### src/rtl/mips_cpu_bus_arbiter.sv
// -----------------------------------------------------------------------------
// mips_cpu_bus_arbiter
//
// Shares the CPU's single Avalon-MM master port between the instruction-fetch
// requester and the data load/store requester. Each transaction runs through
// IDLE (arbitrate and latch the winner's fields), BUS (drive the Avalon
// strobes until waitrequest drops) and RESP (one-cycle acknowledge, with read
// data captured into a hold register). Stall cycles are counted with a
// saturating counter.
//
// Parameters:
//   DATA_FIRST   - fixed-priority winner when both requesters are pending
//                  (1 = data, 0 = fetch); not used when round-robin is built
//   STALL_CNT_W  - width of the saturating stall counter
//
// Compile-time option:
//   ARB_ROUND_ROBIN_EN - when defined, simultaneous requests are granted to
//                        the requester that was not granted last
//
// Ports:
//   clk, reset           clock (posedge) and synchronous active-low reset
//   fetch_req/addr       fetch request and instruction address
//   fetch_ack/rdata      one-cycle done pulse and fetched word (held after)
//   data_req/we/addr/    data request, write flag, address, store data and
//   data_wdata/be        byte enables
//   data_ack/rdata       one-cycle done pulse and load word (held after)
//   address/read/write/  Avalon master outputs
//   writedata/byteenable
//   waitrequest/readdata Avalon slave responses
//   stall_count          saturating count of stalled strobe cycles
// -----------------------------------------------------------------------------
module mips_cpu_bus_arbiter #(
   parameter bit DATA_FIRST  = 1'b1,
   parameter int STALL_CNT_W = 16
) (
   input  logic                   clk,
   input  logic                   reset,
   input  logic                   fetch_req,
   input  logic [31:0]            fetch_addr,
   output logic                   fetch_ack,
   output logic [31:0]            fetch_rdata,
   input  logic                   data_req,
   input  logic                   data_we,
   input  logic [31:0]            data_addr,
   input  logic [31:0]            data_wdata,
   input  logic [3:0]             data_be,
   output logic                   data_ack,
   output logic [31:0]            data_rdata,
   output logic [31:0]            address,
   output logic                   read,
   output logic                   write,
   input  logic                   waitrequest,
   output logic [31:0]            writedata,
   output logic [3:0]             byteenable,
   input  logic [31:0]            readdata,
   output logic [STALL_CNT_W-1:0] stall_count
);

   typedef enum logic [1:0] {
      IDLE = 2'b00,
      BUS  = 2'b01,
      RESP = 2'b10
   } state_t;

   state_t state_r;
   state_t state_nxt_s;

   logic any_req_s;
   logic grant_data_s;
   logic zero_be_wr_s;

   logic gnt_data_r;    // 1 = current transaction belongs to data side
   logic is_write_r;
   logic no_strobe_r;   // zero-byte store: no Avalon cycle is issued
   logic read_r;
   logic write_r;
   logic fetch_ack_r;
   logic data_ack_r;
   logic [31:0] address_r;
   logic [31:0] writedata_r;
   logic [3:0]  byteenable_r;
   logic [31:0] fetch_hold_r;
   logic [31:0] data_hold_r;
   logic [STALL_CNT_W-1:0] stall_cnt_r;

`ifdef ARB_ROUND_ROBIN_EN
   logic last_data_r;   // 1 = last grant went to data, 0 = to fetch
`endif

   assign any_req_s    = fetch_req | data_req;
   assign zero_be_wr_s = data_we & (data_be == 4'b0000);

   // Arbitration: pick the winner among pending requesters.
   always_comb begin
      grant_data_s = 1'b0;
      if (data_req && fetch_req) begin
`ifdef ARB_ROUND_ROBIN_EN
         grant_data_s = ~last_data_r;
`else
         grant_data_s = DATA_FIRST;
`endif
      end else if (data_req) begin
         grant_data_s = 1'b1;
      end else begin
         grant_data_s = 1'b0;
      end
   end

   // Next-state logic for the transaction sequencer.
   always_comb begin
      state_nxt_s = state_r;
      case (state_r)
         IDLE: begin
            if (any_req_s) begin
               state_nxt_s = BUS;
            end else begin
               state_nxt_s = IDLE;
            end
         end
         BUS: begin
            // A zero-byte store spends the bus slot without strobes, so the
            // acknowledge keeps the same two-cycle latency as a real access.
            if (no_strobe_r || !waitrequest) begin
               state_nxt_s = RESP;
            end else begin
               state_nxt_s = BUS;
            end
         end
         RESP:    state_nxt_s = IDLE;
         default: state_nxt_s = IDLE;
      endcase
   end

   // State register.
   always_ff @(posedge clk) begin
      if (!reset) begin
         state_r <= IDLE;
      end else begin
         state_r <= state_nxt_s;
      end
   end

`ifdef ARB_ROUND_ROBIN_EN
   // Round-robin pointer: remembers which side won the most recent grant.
   always_ff @(posedge clk) begin
      if (!reset) begin
         last_data_r <= 1'b0;
      end else if (state_r == IDLE && any_req_s) begin
         last_data_r <= grant_data_s;
      end
   end
`endif

   // Transaction datapath: latch fields, drive strobes, generate acks,
   // capture read data.
   always_ff @(posedge clk) begin
      if (!reset) begin
         gnt_data_r   <= 1'b0;
         is_write_r   <= 1'b0;
         no_strobe_r  <= 1'b0;
         read_r       <= 1'b0;
         write_r      <= 1'b0;
         fetch_ack_r  <= 1'b0;
         data_ack_r   <= 1'b0;
         address_r    <= 32'h0000_0000;
         writedata_r  <= 32'h0000_0000;
         byteenable_r <= 4'b0000;
         fetch_hold_r <= 32'h0000_0000;
         data_hold_r  <= 32'h0000_0000;
      end else begin
         case (state_r)
            IDLE: begin
               if (any_req_s) begin
                  gnt_data_r <= grant_data_s;
                  if (grant_data_s) begin
                     is_write_r  <= data_we;
                     no_strobe_r <= zero_be_wr_s;
                     read_r      <= ~data_we;
                     write_r     <= data_we & ~zero_be_wr_s;
                     // The bus fields are left untouched when no cycle is issued.
                     if (!zero_be_wr_s) begin
                        address_r    <= data_addr & 32'hFFFF_FFFC;
                        writedata_r  <= data_wdata;
                        byteenable_r <= data_be;
                     end
                  end else begin
                     is_write_r   <= 1'b0;
                     no_strobe_r  <= 1'b0;
                     read_r       <= 1'b1;
                     write_r      <= 1'b0;
                     address_r    <= fetch_addr & 32'hFFFF_FFFC;
                     byteenable_r <= 4'b1111;
                  end
               end
            end
            BUS: begin
               if (no_strobe_r || !waitrequest) begin
                  read_r      <= 1'b0;
                  write_r     <= 1'b0;
                  fetch_ack_r <= ~gnt_data_r;
                  data_ack_r  <= gnt_data_r;
               end
            end
            RESP: begin
               fetch_ack_r <= 1'b0;
               data_ack_r  <= 1'b0;
               if (!is_write_r) begin
                  if (gnt_data_r) begin
                     data_hold_r <= readdata;
                  end else begin
                     fetch_hold_r <= readdata;
                  end
               end
            end
            default: begin
               read_r      <= 1'b0;
               write_r     <= 1'b0;
               fetch_ack_r <= 1'b0;
               data_ack_r  <= 1'b0;
            end
         endcase
      end
   end

   // Saturating stall counter: counts strobe cycles held off by waitrequest.
   always_ff @(posedge clk) begin
      if (!reset) begin
         stall_cnt_r <= {STALL_CNT_W{1'b0}};
      end else if ((read_r || write_r) && waitrequest &&
                   (stall_cnt_r != {STALL_CNT_W{1'b1}})) begin
         stall_cnt_r <= stall_cnt_r + {{(STALL_CNT_W-1){1'b0}}, 1'b1};
      end
   end

   assign fetch_ack   = fetch_ack_r;
   assign data_ack    = data_ack_r;
   assign read        = read_r;
   assign write       = write_r;
   assign address     = address_r;
   assign writedata   = writedata_r;
   assign byteenable  = byteenable_r;
   assign stall_count = stall_cnt_r;

   // During the ack cycle of a read the word is passed straight through from
   // the bus; afterwards the captured copy is shown.
   assign fetch_rdata = fetch_ack_r ? readdata : fetch_hold_r;
   assign data_rdata  = (data_ack_r && !is_write_r) ? readdata : data_hold_r;

endmodule
### config.mk
export PLATFORM = sky130hd
export DESIGN_NAME = mips_cpu_bus_arbiter
export DESIGN_NICKNAME = d
export VERILOG_FILES = /design/src/rtl/mips_cpu_bus_arbiter.sv
export SDC_FILE = /design/constraint.sdc
export NUM_CORES = 1
export LEC_CHECK = 0
export CAP_MARGIN = 20
export CORE_MARGIN = 2
export CORE_UTILIZATION = 43
export CTS_CLUSTER_SIZE = 16
export DETAILED_ROUTE_END_ITERATION = 6
export PLACE_DENSITY_LB_ADDON = 0.05
export SETUP_SLACK_MARGIN = 0.1
export SLEW_MARGIN = 15
export SYNTH_ARGS = -nofsm -noshare
export SYNTH_HDL_FRONTEND = slang
export SYNTH_SLANG_ARGS = --single-unit
### constraint.sdc
create_clock -name clk -period 2.15 [get_ports clk]
set_input_delay 0.3225 -clock clk [delete_from_list [all_inputs] [get_ports clk]]
set_output_delay 0.3225 -clock clk [all_outputs]
set_load 0.02 [all_outputs]
==> results.json <==
{
  "outcome": "completed",
  "tritoncts": "built",
  "synth_top_area_cell": "dfxtp_1",
  "initial_antenna_violation_count": 0,
  "num_io_pins": 290,
  "grt_max_degree": 53,
  "global_route.overflow_total": 0,
  "clk_transition_reported_paths_ns": 0.06,
  "first_global_vias": 5895,
  "total_power_mw": 7.90,
  "synthDistinctLibCells": 44,
  "number_of_rows_created_at_floorplan": 45,
  "cts_inserted_buffers": 17,
  "finalCritPeriodShare_pct": 93.8,
  "setup_violations": 0,
  "finalCriticalPeriod_ns": 2.02,
  "initial_core_util_pct": 44.2,
  "synth_top_cells_by_count": "155 x dfxtp_1, 139 x nand2_1, 79 x a21oi_1, 76 x nor2_1, 65 x mux2i_1",
  "worstSetupEndpointType": "output pin",
  "drc_errors": 0,
  "routabilityCongestion": 0.786,
  "dominant_combinational_cell_family_by_area_after_synthesis": "multiplexers",
  "viasPerCell": 5.03,
  "post_drt_wl_per_cell_um": 15.7,
  "core_area_um2": 15300,
  "synth_mux_area_share_pct": 20.2,
  "yosys_warnings": 0,
  "yosys.area_share.adder_pct": 0.185,
  "p_leak_nw": 4.15,
  "n_antenna_cell": 0,
  "yosys_register_bits": 155,
  "first_iter_violations": 331,
  "track_usage_pct": 22.8,
  "nNetsFinal": 1168,
  "die_w_um": 130,
  "placed_area_um2": 9950,
  "routed_wirelength_mm": 19.7,
  "synth.most_common_cell": "dfxtp_1",
  "flow.area_growth_from_synthesis_pct": 56.3,
  "synthSimpleGateAreaFrac_pct": 17.3,
  "cellPowerDensity_nw_per_um2": 747,
  "dp_hpwl_mm": 13.6,
  "clk_path_buf_depth": 2,
  "clock-root-buffer": "clkbuf_16",
  "timing.setup.critical_path_class": "reg2out",
  "finished_cell_area_um2": 10600,
  "share_of_final_layout_standard_cells_stronger_than_drive_strength_1_pct": 17.9,
  "register_area_um2": 3110,
  "worstSetupStartpointType": "flop",
  "drt-pass1-iter-count": 4,
  "drtAntennaViolNets": 0,
  "max_cap_viol_count": 0,
  "cts_num_sinks": 155,
  "yosysSeqAreaShare_pct": 45.8,
  "drv_slew": 0,
  "syn-mean-instance-area_um2": 9.02,
  "timing.hold.worst.class": "in2reg",
  "asyncSetResetFlopFracSynth_pct": 0,
  "synth_top_cells_by_area": "dfxtp_1 46%, mux2_2 10%, mux2i_1 9.6%",
  "layout.filler_cells": 1267,
  "io_buf_count": 283,
  "synth_largest_type_area_fraction_pct": 45.8,
  "cp.arrival_ns": 1.70,
  "floorplan.die.height_um": 130,
  "routed-via-count": 6303,
  "synth-compound-area-share_pct": 12.2,
  "synth_enable_flop_cells": 0,
  "clock-skew-final_ns": 0.00954,
  "cts_hold_buf": 0,
  "crit_required_ns": 1.83,
  "grt_first_pass_wirelength_mm": 30.1,
  "post_synth_xor_area_fraction_pct": 0.129,
  "area_of_the_multi_input_gates_um2": 3430,
  "synth-main-ff-cell": "dfxtp_1",
  "mapped_cell_area_um2": 6770,
  "clock_insertion_delay_worst_skew_ns": 0.42,
  "report.final.hold_viol_count": 0,
  "grt_setup_unrepaired": "yes",
  "cts_htree_levels": 4,
  "die_outline_area_um2": 16800,
  "max_rail_drop_vdd_mv": 0.538,
  "synthesis.instances": 751,
  "highest_clock_frequency_the_design_can_meet_ghz": 0.496,
  "path_max_fanout": 10,
  "fin_tns_setup_ns": 0
}
## metrics by stage
| stage | utilization (%) | setup slack (ns) | hold WS (ns) | instances |
|---|---|---|---|---|
| floorplan | - | 0.392 | 0.433 | 752 |
| global placement | 65.0 | 0.0858 | 0.440 | 1215 |
| detailed placement | 65.0 | 0.0492 | 0.443 | 1215 |
| CTS | 69.3 | 0.109 | 0.414 | 1249 |
| global route | 69.1 | 0.0654 | 0.436 | 1252 |
| finish | 69.1 | 0.132 | 0.422 | 1252 |
## area by class of cell
cell class	count	area share [%]
multi-input combinational	534	32.4
timing repair buffer	315	29.7
sequential	155	29.4
clock buffer	18	4.05
tap	211	2.49
clock inverter	13	1.81
inverter	6	0.236
## where the power goes
| group | internal (mW) | switching, mW |
|---|---|---|
| registers | 3.04 | 0.102 |
| logic | 0.829 | 0.787 |
| clock network | 1.95 | 1.20 |
## worst paths after layout
| check | from | endpoint | cells past startpoint | slack, ns |
|---|---|---|---|---|
| max | data_ack | data_rdata[2] | 4 | 0.13 |
| max reg2reg | state_r[0] | writedata[2] | 5 | 0.38 |
| min reg2reg | fetch_hold_r[16] | fetch_hold_r[16] | 2 | 0.45 |
| min | data_req | write | 4 | 0.42 |
## layer usage
metal  global-route usage (%)  part of all wire [%]  up-vias
met4                     8.60                   2.4        0
met3                     8.59                   8.3       33
met2                     38.1                    49      212
met1                     26.5                    41     2886
met5                        0                     0        -
li1                         -                     -     3172
## cell families (layout without fill, tap and decap cells)
group / Yosys count / count (layout)
adder cells (fa/ha/maj): 1 / 1
multiplexers: 129 / 129
AND/OR/NAND/NOR: 267 / 267
AO/OA/AOI/OAI: 134 / 134
buffers and inverters: 63 / 352
flip-flops: 155 / 155
XOR/XNOR: 1 / 1
other: 1 / 2
## repair_timing
action,4_1_cts,5_1_grt
buffers inserted,2,2
gates cloned,1,1
gates resized for setup,170,19
endpoints found under the setup margin,65,49
## sequential cells by signal, summed over array words and instances, names as in the netlist, 2 cells and up
name	flops
data_hold_r	32
fetch_hold_r	32
writedata	32
address	30
stall_count	16
byteenable	4
state_r	2
## cells in the final DEF (no fill, tap or decap), types with 6 or more instances in the layout
cell type / n
dfxtp_1: 153
buf_4: 18
clkbuf_16: 18
nor2_1: 76
buf_2: 14
nand2b_1: 6
dlygate4sd2_1: 13
a211oi_1: 30
clkdlybuf4s50_1: 218
a21oi_1: 79
clkbuf_2: 12
buf_12: 11
o21ai_0: 8
clkdlybuf4s15_2: 25
mux2_2: 61
nand3_1: 8
clkinvlp_4: 6
nand2_1: 139
mux2i_1: 65
## critical path, stage by stage (launching register included)
cell	delay, ns
dfxtp_1	0.41
nand2b_4	0.12
clkbuf_16	0.19
mux2_1	0.31
clkdlybuf4s15_2	0.26
No activity file was read; power rests on OpenSTA's default activity.
